## src/rtl/key_sel_toggle.sv

```systemverilog
// Debounced push-button that toggles a registered 2:1 mux select.
// Ports: sys_clk, sys_rst (sync, active-high), key_in (raw, active-low),
//   sel (registered mux select), press_pulse (1-cycle press strobe).
module key_sel_toggle #(
  parameter int unsigned CNT_MAX  = 999_999,
  parameter logic        SEL_INIT = 1'b0
) (
  input  logic sys_clk,
  input  logic sys_rst,
  input  logic key_in,
  output logic sel,
  output logic press_pulse
);

  localparam int unsigned CNT_W = $clog2(CNT_MAX + 1);
  localparam logic [CNT_W-1:0] CNT_LAST = CNT_W'(CNT_MAX - 1);
  localparam logic [CNT_W-1:0] CNT_ONE  = CNT_W'(1);

  typedef enum logic [1:0] {
    IDLE,
    PRESS_DB,
    HELD,
    REL_DB
  } state_t;

  state_t           state;
  logic [CNT_W-1:0] cnt;
  logic             key_d1;
  logic             key_s;

  // Two-flop synchronizer; idles high so reset looks like "released".
  always_ff @(posedge sys_clk) begin
    if (sys_rst) begin
      key_d1 <= 1'b1;
      key_s  <= 1'b1;
    end else begin
      key_d1 <= key_in;
      key_s  <= key_d1;
    end
  end

  always_ff @(posedge sys_clk) begin
    if (sys_rst) begin
      state       <= IDLE;
      cnt         <= '0;
      sel         <= SEL_INIT;
      press_pulse <= 1'b0;
    end else begin
      press_pulse <= 1'b0;
      unique case (state)
        IDLE: begin
          if (!key_s) begin
            state <= PRESS_DB;
            cnt   <= '0;
          end
        end
        PRESS_DB: begin
          if (key_s) begin
            state <= IDLE;
            cnt   <= '0;
          end else if (cnt == CNT_LAST) begin
            state       <= HELD;
            cnt         <= '0;
            sel         <= ~sel;
            press_pulse <= 1'b1;
          end else begin
            cnt <= cnt + CNT_ONE;
          end
        end
        HELD: begin
          if (key_s) begin
            state <= REL_DB;
            cnt   <= '0;
          end
        end
        REL_DB: begin
          // A low sample here is release bounce: back to HELD, no press.
          if (!key_s) begin
            state <= HELD;
            cnt   <= '0;
          end else if (cnt == CNT_LAST) begin
            state <= IDLE;
            cnt   <= '0;
          end else begin
            cnt <= cnt + CNT_ONE;
          end
        end
        default: begin
          state <= IDLE;
          cnt   <= '0;
        end
      endcase
    end
  end

endmodule

```

## config.mk

```make
export PLATFORM = sky130hd
export DESIGN_NAME = key_sel_toggle
export DESIGN_NICKNAME = d
export VERILOG_FILES = /design/src/rtl/key_sel_toggle.sv
export SDC_FILE = /design/constraint.sdc
export NUM_CORES = 1
export LEC_CHECK = 0
export ABC_CLOCK_PERIOD_IN_PS = 2700
export CAP_MARGIN = 15
export CORE_MARGIN = 1
export CORE_UTILIZATION = 32
export CTS_CLUSTER_SIZE = 40
export DETAILED_ROUTE_END_ITERATION = 10
export PLACE_DENSITY = 0.51
export SLEW_MARGIN = 20
export SYNTH_ARGS = -nofsm -noshare
export SYNTH_HDL_FRONTEND = slang
export SYNTH_SLANG_ARGS = --single-unit
```

## constraint.sdc

```tcl
create_clock -name sys_clk -period 2.7 [get_ports sys_clk]
set_input_delay 0.54 -clock sys_clk [delete_from_list [all_inputs] [get_ports sys_clk]]
set_output_delay 0.54 -clock sys_clk [all_outputs]
set_load 0.05 [all_outputs]
```

==> impl_metrics.env <==
export IMPL_status="finished, final reports clean"
export IMPL_setup_viol_count_final=0
export IMPL_r2r_slack_ps=630
export IMPL_max_stage_delay_ps=420
export IMPL_fin_nets=166
export IMPL_globalRouteOverflowTotal=0
export IMPL_initial_core_util_pct=33.6
export IMPL_synth_area_mm2=0.00134
export IMPL_fill_cells=406
export IMPL_cts_root_buf="clkbuf_8"
export IMPL_yosysWarnings=0
export IMPL_regArea_um2=520
export IMPL_crit_family="simple AND/OR/NAND/NOR gates"
export IMPL_r2r_start="cnt[1]"
export IMPL_worstSetupStartpointType="register"
export IMPL_clk_latency_ps=270
export IMPL_grtUsageTotal_pct=15.0
export IMPL_netlist_instances=156
export IMPL_finClkSkew_ps=3.54
export IMPL_synth_top_area_share_pct=38.8
export IMPL_worst_slew_pin_slew_ps=649
export IMPL_avgSynthCellArea_um2=8.61
export IMPL_drcViolationCount=0
export IMPL_cap_violations=0
export IMPL_p_leak_uw=0.000516
export IMPL_cts_setup_buffers=0
export IMPL_fmax_ghz=0.483
export IMPL_crit_chain="ha_1 -> or3b_1 -> nor4b_4 -> a211oi_2 -> buf_4 -> a21o_1 -> a22o_1"
export IMPL_synth_common_cells="dfxtp_1 (26), nand2_1 (15), nor2_1 (15), a31oi_1 (12), nand3_1 (9)"
export IMPL_ys_seq_elements=26
export IMPL_hold_buffers=0
export IMPL_avgRoutedWirePerCell_um=13.9
export IMPL_totalWireLength_um=2900
export IMPL_numPortBuffers=4
export IMPL_tritoncts="done"
export IMPL_hold_slack_ps=429
export IMPL_grt_max_degree=16
export IMPL_endpoint="cnt[17]"
export IMPL_critPathSlowestCell="dfxtp_1"
export IMPL_synth_edff_count=0
export IMPL_reg2regPathDepth=7
export IMPL_gp_congestion=0.792
export IMPL_drive_gt1_share_pct=9.43
export IMPL_hold_path_class="register to register"
export IMPL_antenna_found_initial=0
export IMPL_period_share_pct=76.7
export IMPL_dr_pass1_iters=4
export IMPL_critical_path_required_ps=2870
export IMPL_num_vias=1141
export IMPL_syn2layout_area_growth_pct=9.04
export IMPL_antenna_left=0
export IMPL_finalCriticalPeriod_ps=2070
export IMPL_peakVddDrop_v=0.000193
export IMPL_crit_type="register to register"
export IMPL_maxSlewHeadroom_pct=56.3
export IMPL_core_mm2=0.00400
export IMPL_yosysMostFrequentCell="dfxtp_1"
export IMPL_grt_pass1_wl_um=4970
export IMPL_crit_cells=7
export IMPL_synth_largest_area_cell="dfxtp_1"
export IMPL_cts_buffer_depth=2
export IMPL_clkSlewWorstSetupHoldPaths_ps=90
export IMPL_ios=5
export IMPL_synth_fp_nets=161
export IMPL_rows=23
export IMPL_routed_via_density=5.46
export IMPL_dp_hpwl_um=2070
export IMPL_synth_seq_area_share_pct=38.8
export IMPL_endpoint_kind="register"
export IMPL_drt_iter0_drc=21
export IMPL_die_width_um=66.8
export IMPL_cts_buffers=3
export IMPL_r2r_end="cnt[17]"
export IMPL_clock_sinks=26
export IMPL_tns_ps=0
export IMPL_worst_path_buf_inv=1
export IMPL_synthTopCellsByArea="dfxtp_1 (39%), a31oi_1 (5.6%), nand2_1 (4.2%), nor2_1 (4.2%), a22o_1 (3.9%)"
export IMPL_multi_input_area_um2=758
export IMPL_crit_fanout=14
export IMPL_synth_async_reset_ratio_pct=0
export IMPL_dieArea_mm2=0.00446
export IMPL_die_h_um=66.8
export IMPL_grt_pass1_vias=1058
export IMPL_diodes=0
export IMPL_yosysUniqueCellTypes=41
export IMPL_rsz0062_at_grt="false"
export IMPL_p_per_area_mw_per_mm2=434
export IMPL_slew_violations=0
export IMPL_critPathLaunch="cnt[1]"
export IMPL_hold_viol=0
export IMPL_worstHoldStart="key_d1"
export IMPL_cts_resized=0
export IMPL_cp_data_arrival_time_ps=2240
export IMPL_htree_levels=1
export IMPL_synth_ff_type="dfxtp_1"
==> logic make-up (layout without fill, tap and decap cells) <==
family,count (synthesis),count (layout),synth area share (%)
AND/OR/NAND/NOR,72,72,30.7
AO/OA/AOI/OAI,35,35,17.5
flip-flops,26,26,38.8
buffers and inverters,12,15,5.13
XOR/XNOR,7,7,4.57
adder cells (fa/ha/maj),2,2,1.86
multiplexers,2,2,1.49
==> metal layers <==
metal / GRT usage, % / part of all wire [%] / vias to the layer above
met1: 19.5 / 50 / 539
li1: - / - / 578
met3: 2.05 / 2.7 / 4
met5: 0 / 0 / -
met4: 6.38 / 1.8 / 0
met2: 24.5 / 46 / 20
==> worst min path at each step <==
stage / endpoint / cells after the start / slack, ps
floorplan: key_s / 1 / 390
global placement: key_s / 1 / 400
detailed placement: key_s / 1 / 410
CTS: key_s / 1 / 430
global route: key_s / 1 / 460
finish: key_s / 1 / 430
==> through the flow <==
| step | cells | total power (uW) | setup slack, ps | instance area (um^2) | utilization, % |
|---|---|---|---|---|---|
| finish | 209 | 635 | 628 | 1460 | 36.6 |
| global route | 209 | 658 | 517 | 1460 | 36.6 |
| CTS | 209 | 644 | 621 | 1460 | 36.6 |
| detailed placement | 206 | 425 | 550 | 1420 | 35.6 |
| global placement | 206 | 423 | 582 | 1420 | 35.6 |
| floorplan | 156 | 414 | 797 | 1340 | - |
==> final cells by class <==
| class | instances | area share, % |
|---|---|---|
| Multi-Input combinational cell | 118 | 51.8 |
| Sequential cell | 26 | 35.6 |
| Timing Repair Buffer | 7 | 4.27 |
| Tap cell | 50 | 4.27 |
| Clock buffer | 3 | 2.82 |
| Inverter | 5 | 1.28 |
==> cell usage in the layout, fill, tap and decap left out <==
cell type        instances
clkdlybuf4s50_1          4
a22oi_1                  1
a41oi_1                  1
dfxtp_1                 26
a21oi_1                  8
nand4b_1                 1
or2b_1                   2
ha_1                     2
a21o_1                   1
and3_1                   4
or3b_1                   1
nand2b_1                 1
a21oi_2                  2
o2bb2ai_1                1
and4_1                   1
nand2_1                 15
nor4b_4                  1
or2_2                    2
inv_1                    5
buf_4                    3
xnor2_1                  3
nor3b_1                  2
nor3_1                   3
a31oi_1                 12
xor2_1                   4
or4b_4                   1
nand3_1                  9
nor4_1                   2
nor2_1                  15
clkbuf_8                 3
or3_1                    2
or4_1                    1
a211oi_2                 1
nor2b_1                  1
and2_1                   1
o21ai_0                  2
mux2i_1                  2
a22o_1                   6
nor4_2                   2
nand4_1                  5
==> power by group <==
group / leakage (uW) / switching (uW) / internal, uW / total (uW)
combinational: 0.000284 / 17.1 / 10.1 / 27.1
clock: 0.0000216 / 119 / 100 / 219
sequential: 0.000210 / 2.97 / 386 / 389
==> state kept, by name, indices dropped and copies added (netlist names), named ones only <==
register / cells
key_d1: 1
key_s: 1
cnt: 20
press_pulse: 1
state: 1
sel: 1
(Power assumes the default switching activity.)
